$ cat src/rtl/multicycle_control_unit.sv
// Moore-FSM control unit for a multicycle RV32I datapath.
// It steps each instruction through 3-5 states and waits on memory-ready during fetch, load and store.
// Unsupported opcodes trap, and the unit counts retired instructions.
module multicycle_control_unit #(
  parameter int ALU_CTRL_W        = 3,
  parameter bit HAS_MEM_HANDSHAKE = 1'b1,
  parameter int INSTRET_W         = 32
) (
  input  logic                  clk,
  input  logic                  rst,
  input  logic [6:0]            op,
  input  logic [2:0]            funct3,
  input  logic [6:0]            funct7,
  input  logic                  zero,
  input  logic                  mem_ready,
  output logic                  pc_write,
  output logic                  adr_src,
  output logic                  mem_write,
  output logic                  ir_write,
  output logic [1:0]            result_src,
  output logic [1:0]            alu_src_a,
  output logic [1:0]            alu_src_b,
  output logic [1:0]            imm_src,
  output logic                  reg_write,
  output logic [ALU_CTRL_W-1:0] alu_control,
  output logic                  illegal,
  output logic [INSTRET_W-1:0]  instret
);

  typedef enum logic [3:0] {
    S_FETCH, S_DECODE, S_MEMADR, S_MEMREAD, S_MEMWB, S_MEMWRITE,
    S_EXECR, S_EXECI, S_ALUWB, S_BEQ, S_JAL, S_TRAP
  } state_t;

  localparam logic [6:0] OP_LW  = 7'b0000011;
  localparam logic [6:0] OP_SW  = 7'b0100011;
  localparam logic [6:0] OP_R   = 7'b0110011;
  localparam logic [6:0] OP_I   = 7'b0010011;
  localparam logic [6:0] OP_BEQ = 7'b1100011;
  localparam logic [6:0] OP_JAL = 7'b1101111;

  state_t                 r_state;
  state_t                 w_next;
  state_t                 w_out_state;
  logic [INSTRET_W-1:0]   r_instret;
  logic                   w_mem_ready;
  logic                   w_supported;
  logic                   w_retire;
  logic [1:0]             w_alu_op;
  logic [2:0]             w_alu_ctrl;
  logic                   w_pc_write;
  logic                   w_ir_write;
  logic                   w_mem_write;
  logic                   w_reg_write;
  logic                   w_unused;

  // Only funct7[5] selects between add and sub. The other funct7 bits are not used.
  assign w_unused    = ^{funct7[6], funct7[4:0]};
  assign w_mem_ready = HAS_MEM_HANDSHAKE ? mem_ready : 1'b1;
  assign w_supported = (op == OP_LW) || (op == OP_SW) || (op == OP_R) ||
                       (op == OP_I)  || (op == OP_BEQ) || (op == OP_JAL);
  // While reset is held, the outputs show the FETCH values.
  assign w_out_state = rst ? S_FETCH : r_state;

  // State register and retired-instruction counter. Reset wins over every transition.
  // NOTE: sequential state uses non-blocking (<=) so that every flop samples pre-edge values.
  always_ff @(posedge clk) begin
    if (rst) begin
      r_state   <= S_FETCH;
      r_instret <= '0;
    end else begin
      r_state <= w_next;
      if (w_retire) r_instret <= r_instret + INSTRET_W'(1);
    end
  end

  // Next-state logic, plus the retire strobe that fires on the edge leaving a final state.
  // NOTE: defaults are assigned first so that no path leaves a variable unassigned (no latch).
  always_comb begin
    w_next   = r_state;
    w_retire = 1'b0;
    case (r_state)
      S_FETCH:    if (w_mem_ready) w_next = w_supported ? S_DECODE : S_TRAP;
      S_DECODE: begin
        case (op)
          OP_LW, OP_SW: w_next = S_MEMADR;
          OP_R:         w_next = S_EXECR;
          OP_I:         w_next = S_EXECI;
          OP_BEQ:       w_next = S_BEQ;
          OP_JAL:       w_next = S_JAL;
          default:      w_next = S_TRAP;
        endcase
      end
      S_MEMADR:   w_next = (op == OP_SW) ? S_MEMWRITE : S_MEMREAD;
      S_MEMREAD:  if (w_mem_ready) w_next = S_MEMWB;
      S_MEMWRITE: begin
        if (w_mem_ready) begin
          w_next   = S_FETCH;
          w_retire = 1'b1;
        end
      end
      S_MEMWB, S_ALUWB, S_BEQ: begin
        w_next   = S_FETCH;
        w_retire = 1'b1;
      end
      S_EXECR, S_EXECI: w_next = S_ALUWB;
      S_JAL:      w_next = S_ALUWB;
      S_TRAP:     w_next = S_TRAP;
      default:    w_next = S_FETCH;
    endcase
  end

  // Moore outputs for each state. Selects that a state does not list stay 0.
  always_comb begin
    w_pc_write  = 1'b0;
    w_ir_write  = 1'b0;
    w_mem_write = 1'b0;
    w_reg_write = 1'b0;
    adr_src     = 1'b0;
    result_src  = 2'b00;
    alu_src_a   = 2'b00;
    alu_src_b   = 2'b00;
    w_alu_op    = 2'b00;
    illegal     = 1'b0;
    case (w_out_state)
      S_FETCH: begin
        alu_src_b  = 2'b10;
        result_src = 2'b10;
        w_ir_write = w_mem_ready;
        w_pc_write = w_mem_ready;
      end
      S_DECODE: begin
        alu_src_a = 2'b01;
        alu_src_b = 2'b01;
      end
      S_MEMADR: begin
        alu_src_a = 2'b10;
        alu_src_b = 2'b01;
      end
      S_MEMREAD:  adr_src = 1'b1;
      S_MEMWB: begin
        result_src  = 2'b01;
        w_reg_write = 1'b1;
      end
      S_MEMWRITE: begin
        adr_src     = 1'b1;
        w_mem_write = 1'b1;
      end
      S_EXECR: begin
        alu_src_a = 2'b10;
        w_alu_op  = 2'b10;
      end
      S_EXECI: begin
        alu_src_a = 2'b10;
        alu_src_b = 2'b01;
        w_alu_op  = 2'b10;
      end
      S_ALUWB:    w_reg_write = 1'b1;
      S_BEQ: begin
        alu_src_a  = 2'b10;
        w_alu_op   = 2'b01;
        w_pc_write = zero;
      end
      S_JAL: begin
        alu_src_a  = 2'b01;
        alu_src_b  = 2'b10;
        w_pc_write = 1'b1;
      end
      S_TRAP:     illegal = 1'b1;
      default:    ;
    endcase
  end

  // Immediate type is decoded straight from the opcode.
  always_comb begin
    case (op)
      OP_SW:   imm_src = 2'b01;
      OP_BEQ:  imm_src = 2'b10;
      OP_JAL:  imm_src = 2'b11;
      default: imm_src = 2'b00;
    endcase
  end

  // ALU decoder: add for addresses and PC math, sub for beq, otherwise decode funct3.
  always_comb begin
    case (w_alu_op)
      2'b00:   w_alu_ctrl = 3'b000;
      2'b01:   w_alu_ctrl = 3'b001;
      default: begin
        case (funct3)
          3'b000:  w_alu_ctrl = (op[5] & funct7[5]) ? 3'b001 : 3'b000;
          3'b010:  w_alu_ctrl = 3'b101;
          3'b110:  w_alu_ctrl = 3'b011;
          3'b111:  w_alu_ctrl = 3'b010;
          default: w_alu_ctrl = 3'b000;
        endcase
      end
    endcase
  end

  assign alu_control = ALU_CTRL_W'(w_alu_ctrl);
  assign pc_write    = w_pc_write  & ~rst;
  assign ir_write    = w_ir_write  & ~rst;
  assign mem_write   = w_mem_write & ~rst;
  assign reg_write   = w_reg_write & ~rst;
  assign instret     = r_instret;

endmodule

$ cat config.mk
export PLATFORM = sky130hd
export DESIGN_NAME = multicycle_control_unit
export DESIGN_NICKNAME = d
export VERILOG_FILES = /design/src/rtl/multicycle_control_unit.sv
export SDC_FILE = /design/constraint.sdc
export NUM_CORES = 1
export LEC_CHECK = 0
export CORE_ASPECT_RATIO = 0.7
export CORE_MARGIN = 4
export CORE_UTILIZATION = 47
export CTS_CLUSTER_DIAMETER = 60
export CTS_CLUSTER_SIZE = 25
export DETAILED_ROUTE_END_ITERATION = 8
export PLACE_DENSITY = 0.81
export RECOVER_POWER = 25
export SLEW_MARGIN = 10
export SYNTH_ARGS = -nofsm -noshare
export SYNTH_HDL_FRONTEND = slang
export SYNTH_SLANG_ARGS = --single-unit
$ cat constraint.sdc
create_clock -name clk -period 2.3 [get_ports clk]
set_input_delay 0.46 -clock clk [delete_from_list [all_inputs] [get_ports clk]]
set_output_delay 0.46 -clock clk [all_outputs]
set_load 0.02 [all_outputs]
==> reports/results.txt, run 1 <==
I/O Pins: 70
Skew final: 0.009582 ns
Final net count: 424
Clock share of power: 19.5%
Outcome: complete, no violations
Synth top area cells: dfxtp_1 (31%), nor2_1 (6.7%), xnor2_1 (6.1%)
Worst EP required: 1.84 ns
Final Setup Violations: 0
Critical Path AT: 1.78 ns
Cell Count, Final, Fillers Out: 472
Synthesized flop and latch total: 36
Insertion delay to the later sink of the worst-skew pair: 0.29 ns
Global route overflow: 0
Layout Area Growth over Synthesis: 46.06%
Rel. slew slack: 73.86%
Util after Layout: 70.74%
Pin count of the biggest net entering global routing: 37
Vias per inst: 5.464
Syn_nets: 327
Fraction of layout cells with a size suffix above 1: 18.36%
Switching Fraction: 38.22%
Routability cong.: 0.9001
CTS Buf Count: 5
Fmax: 0.4474 GHz
# port buffers: 63
Final Power: 2.346 mW
First-pass GRT wire length: 11.05 mm
CTS tree: built
Mapped Cells: 305
Die ar.: 6103 um^2
Slew @ Worst Pin: 0.3889 ns
N_diodes: 0
Max clock buf depth: 2
CTS root buf: clkbuf_8
CP Launch Type: primary input
Maximum vdd drop: 428.2 uV
Clock sink count: 36
Final min period: 2.235 ns
Pre-antenna DRT Iters: 4
Hold/Removal Path Class: flop to flop
Setup Buffers After CTS: 0
RSZ-0062 raised after global routing: false
Top FF cell, synth: dfxtp_1
Mapped Area: 2303 um^2
H-tree depth: 2
Pins Over Slew Limit: 0
Syn Area/Cell: 7.552 um^2
DRT iter0 DRCs: 257
Wire per inst: 13.80 um
Share of the synthesized area in the top cell type: 31.29%
Hold Slack: 0.5179 ns
Initial core utilization: 48.43%
Dpl cells: 464
DRC viols: 0
Post-synth EDFFs: 0
Post-DP HPWL: 5.019 mm
Worst-path maximum fanout: 3
Die W: 91.68 um
Multi-input combinational cell area: 1496 um^2
Switching Power: 896.6 uW
CP Class: primary input to output pin
Setup TNS: 0 ns
Period utilization: 97.18%
Internal power: 1.449 mW
Worst setup EP type: output pin
Routed WL: 6.512 mm
Final antenna-violating net count: 0
Max Cap Violations: 0
Flop pwr share: 30.0%
Vias in the first global route: 2407
Power density over the cells: 697.3 nW/um^2
# fillers: 384
Gr usage total: 22.45%
Total number of vias: 2579
Post-synthesis cell type count: 51
Final Hold Vio Count: 0
Cell taking the most area after synthesis: dfxtp_1
Cell Rows: 21
Ys Warns: 0
Storage element area: 721.9 um^2
Leakage: 1.386 nW
Combinational power share: 50.4%
FFs w/ async S/R, synth: 0%
Die Y: 66.57 um
Seq/Total Area, Yosys: 31.29%
Core area: 4756 um^2
Worst-path clk slew: 0.07 ns
Initial antenna violation count: 0
[cells by family (layout without fill, tap and decap cells)]
group	Yosys count	count (layout)	share of synthesized area, %
xor+xnor	21	21	7.985
buf+inv	24	122	4.562
flops	36	36	31.29
mux	4	4	1.955
fa+ha+maj	1	1	0.5431
simple gates	168	168	40.30
compound gates	51	51	13.36
[worst max-delay path, cell delays in order]
cell             delay [ns]
clkdlybuf4s50_1        0.48
buf_4                  0.12
nand2b_1               0.06
nor2_1                 0.14
and3_1                 0.20
clkdlybuf4s15_1        0.31
[routing by layer]
| layer | track usage (%) | vias up | routed length, um |
|---|---|---|---|
| li1 | - | 1285 | - |
| met4 | 6.203 | 0 | 59 |
| met1 | 30.53 | 1187 | 3094 |
| met5 | 0 | - | 0 |
| met2 | 34.67 | 100 | 2805 |
| met3 | 6.433 | 7 | 552 |
[timing repair]
action | 4_1_cts | 5_1_grt
pin swaps | 0 | 0
hold buffers | 0 | 0
resized for setup | 24 | 19
endpoints found under the hold margin | 0 | 0
endpoints found under the setup margin | 17 | 11
[flip-flops by register name, indices dropped and copies added (netlist names)]
| register | cells |
|---|---|
| instret | 32 |
| r_state | 4 |
[final timing paths]
kind | start | endpoint | slack, ns | cells after the start
worst min register to register | instret[30]$_SDFFE_PP0P_ | instret[30]$_SDFFE_PP0P_ | 0.52 | 2
worst max-delay path | op[5] | imm_src[1] | 0.06 | 6
worst max register to register | instret[0]$_SDFFE_PP0P_ | instret[31]$_SDFFE_PP0P_ | 0.33 | 5
worst min-delay path | instret[30]$_SDFFE_PP0P_ | instret[30]$_SDFFE_PP0P_ | 0.52 | 2
[synth_stat cells (6+ instances only)]
cell type,instances
a21oi_1,20
and3_1,8
buf_2,6
clkbuf_1,9
dfxtp_1,36
nand2_1,30
nand3_1,13
nand4_1,12
nor2_1,41
nor2b_1,8
nor3_1,13
nor4_1,11
o21ai_0,7
o21ai_1,8
or3_1,7
xnor2_1,16
[power by group through the flow]
stage | combinational, mW | sequential, mW | clock (mW)
2_1_floorplan | 0.646 | 0.717 | 0
3_3_place_gp | 1.18 | 0.714 | 0
3_5_place_dp | 1.19 | 0.714 | 0
4_1_cts | 1.17 | 0.701 | 0.469
5_1_grt | 1.29 | 0.714 | 0.500
6_report | 1.18 | 0.705 | 0.459
[cell usage in the layout (no fill, tap or decap), types with 2 or more instances in the layout]
cell and instances:
dfxtp_1 35, clkbuf_1 2, nor3_1 13, clkbuf_8 6, nand4_1 12, clkdlybuf4s15_1 2
nor4_1 10, dlygate4sd2_1 8, xor2_1 5, dlygate4sd3_1 18, dlymetal6s2s_1 3, and4_1 2
o21ai_0 8, nand2b_1 4, o21ai_1 7, o22ai_1 2, and3_1 8, and2_1 3
xnor2_1 16, o31ai_1 3, or4_1 2, mux2_1 4, clkdlybuf4s50_1 27, or3_1 7
clkbuf_2 3, a31oi_1 2, nor2_1 40, nand2_1 30, inv_1 5, nor2b_1 7
nand3_1 13, nand4_2 2, buf_4 45, nor4_2 2, a21oi_1 19
[per-stage QoR]
step / worst slack, ns / instance area (um^2)
2_1_floorplan: 0.08577 / 2303
3_3_place_gp: -0.4164 / 3276
3_5_place_dp: -0.4589 / 3276
4_1_cts: 0.003220 / 3354
5_1_grt: 0.01244 / 3364
6_report: 0.06492 / 3364
[area by class of cell]
cell class	instances	share of cell area [%]
Timing Repair Buffer	108	28.15
Sequential cell	36	21.46
Tap cell	69	2.566
Multi-Input combinational cell	245	44.48
Inverter	6	0.6694
Clock buffer	8	2.678
Power figures use the tool's default switching activity.
==> run 2: changes to the inputs <==
--- a/config.mk
+++ b/config.mk
@@ -7,11 +7,11 @@
 export LEC_CHECK = 0
 export CORE_ASPECT_RATIO = 0.7
 export CORE_MARGIN = 4
-export CORE_UTILIZATION = 47
+export CORE_UTILIZATION = 63
 export CTS_CLUSTER_DIAMETER = 60
-export CTS_CLUSTER_SIZE = 25
 export DETAILED_ROUTE_END_ITERATION = 8
-export PLACE_DENSITY = 0.81
+export DONT_BUFFER_PORTS = 1
+export PLACE_DENSITY = 0.8
 export RECOVER_POWER = 25
 export SLEW_MARGIN = 10
 export SYNTH_ARGS = -nofsm -noshare
==> run 2 against run 1 <==
Global-route usage grew 3.6 points. Sequential share of layout area grew 6.0 points. Cell count shrank 19%. Critical path type is now flop to flop. Critical endpoint is now instret[23]$_SDFFE_PP0P_. Largest cell class unchanged. Highest routed layer unchanged.
==> reports/results.txt, run 2 (same netlist as run 1, synthesis figures left out) <==
Outcome: complete, no violations
Vias in the first global route: 2080
Insertion delay to the later sink of the worst-skew pair: 0.29 ns
Period utilization: 93.47%
H-tree depth: 2
Layer with the highest usage: met2
Layout Area Growth over Synthesis: 14.45%
Cell Count, Final, Fillers Out: 383
DRT iter0 DRCs: 114
Rel. slew slack: 67.20%
M3 GR Usage: 8.563%
Initial core utilization: 65.56%
Worst-path maximum fanout: 6
Fraction of layout cells with a size suffix above 1: 15.32%
# port buffers: 0
Slew @ Worst Pin: 0.4920 ns
Max clock buf depth: 2
N_diodes: 0
Cell Rows: 18
Setup Buffers After CTS: 0
Util after Layout: 75.04%
I/O Pins: 70
Die Y: 58.59 um
Post-DP HPWL: 4.339 mm
CTS Buf Count: 5
First-pass GRT wire length: 9.660 mm
Hold/Removal Path Class: primary input to flop
CTS root buf: clkbuf_8
CTS tree: built
Setup TNS: 0 ns
Critical Path AT: 2.37 ns
CP Launch Type: flop
Dpl cells: 375
Die ar.: 4703 um^2
Total number of vias: 2348
Multi-input combinational cell area: 1486 um^2
Final Hold Vio Count: 0
Leakage: 0.9515 nW
Worst-path clk slew: 0.08 ns
RSZ-0062 raised after global routing: false
Max FFs per register: 32
Vias per inst: 6.131
Global route overflow: 0
Core area: 3513 um^2
Final min period: 2.150 ns
Pin count of the biggest net entering global routing: 49
DRC viols: 0
Commonest non-fill, non-tap cell in the layout: nor2_1
Worst EP required: 2.52 ns
Wire per inst: 15.22 um
Pre-CTS setup slack: 0.2899 ns
Max Cap Violations: 0
Routability cong.: 0.9114
Power density over the cells: 794.4 nW/um^2
Die W: 80.27 um
Gr usage total: 26.00%
Maximum vdd drop: 475.7 uV
Pre-antenna DRT Iters: 5
# fillers: 291
Final Setup Violations: 0
Hold Slack: 0.2312 ns
Routed WL: 5.828 mm
Skew final: 0.009628 ns
Most frequent cells in the layout: nor2_1 (41), dfxtp_1 (34), nand2_1 (30), buf_4 (28), a21oi_1 (20)
Initial antenna violation count: 0
CP Class: flop to flop
Final critical-path setup slack: 0.1502 ns
Storage element area: 723.2 um^2
Final antenna-violating net count: 0
Worst setup EP type: flop
Fmax: 0.4652 GHz
Met1 layer usage reported by global route: 36.11%
Final net count: 354
M2 GR Usage: 37.50%
Pins Over Slew Limit: 0
Clock sink count: 36
run 2: changes by cell type in the layout (fill, tap and decap cells not counted), sizes merged:
cell,before,now
buf,47,28
clkbuf,11,17
clkdlybuf4s15,2,0
clkdlybuf4s50,27,0
clkinvlp,0,1
dlygate4sd2,8,0
dlygate4sd3,18,0
dlymetal6s2s,3,0
run 2: cell type report:
class                           instances  share of cell area (%)
Clock buffer                            7                   3.275
Clock inverter                          1                  0.2848
Inverter                                6                  0.8543
Multi-Input combinational cell        245                   56.38
Sequential cell                        36                   27.43
Tap cell                               50                   2.373
Timing Repair Buffer                   38                   9.397
run 2: path summary, 6_finish.rpt:
kind	startpoint	endpoint	slack, ns	cells past startpoint
min	rst	instret[30]$_SDFFE_PP0P_	0.23	1
min reg2reg	instret[1]$_SDFFE_PP0P_	instret[1]$_SDFFE_PP0P_	0.53	2
max reg2reg	instret[4]$_SDFFE_PP0P_	instret[23]$_SDFFE_PP0P_	0.15	6
max	instret[4]$_SDFFE_PP0P_	instret[23]$_SDFFE_PP0P_	0.15	6
run 2: per-stage QoR:
| stage | power, mW | instance area, um^2 |
|---|---|---|
| after floorplan | 1.363 | 2303 |
| after global placement | 1.583 | 2569 |
| after detailed placement | 1.597 | 2569 |
| after CTS | 2.081 | 2669 |
| after global routing | 2.216 | 2636 |
| final | 2.094 | 2636 |
run 2: critical path: stages (launching register included):
cell	delay, ns
dfxtp_1	0.37
clkbuf_1	0.30
nand4_1	0.28
nor3_2	0.23
nand4_2	0.18
or4_1	0.53
a21oi_1	0.18
run 2: per-layer routing:
layer | vias up | part of all wire [%]
li1 | 1142 | -
met4 | 0 | 1.4
met5 | - | 0
met1 | 1074 | 44
met2 | 123 | 44
met3 | 9 | 10
run 2: where the power goes:
part           internal [mW]  leakage (nW)  switching, mW
Clock                  0.244        0.0445          0.234
Combinational          0.344         0.616          0.520
Sequential             0.662         0.292         0.0897
Total                   1.25         0.952          0.844
run 2: repair_timing:
| action | CTS | global route |
|---|---|---|
| cloned | 0 | 0 |
| gates resized for setup | 1 | 3 |
| hold buffers | 0 | 0 |
| endpoints found under the setup margin | 1 | 3 |
==> run 3: changes to the inputs <==
--- a/config.mk
+++ b/config.mk
@@ -9,6 +9,7 @@
 export CORE_MARGIN = 4
 export CORE_UTILIZATION = 63
 export CTS_CLUSTER_DIAMETER = 60
+export CTS_CLUSTER_SIZE = 24
 export DETAILED_ROUTE_END_ITERATION = 8
 export DONT_BUFFER_PORTS = 1
 export PLACE_DENSITY = 0.8
==> results of run 3 <==
The final DEF is identical to that of run 2; final timing and power are the same.
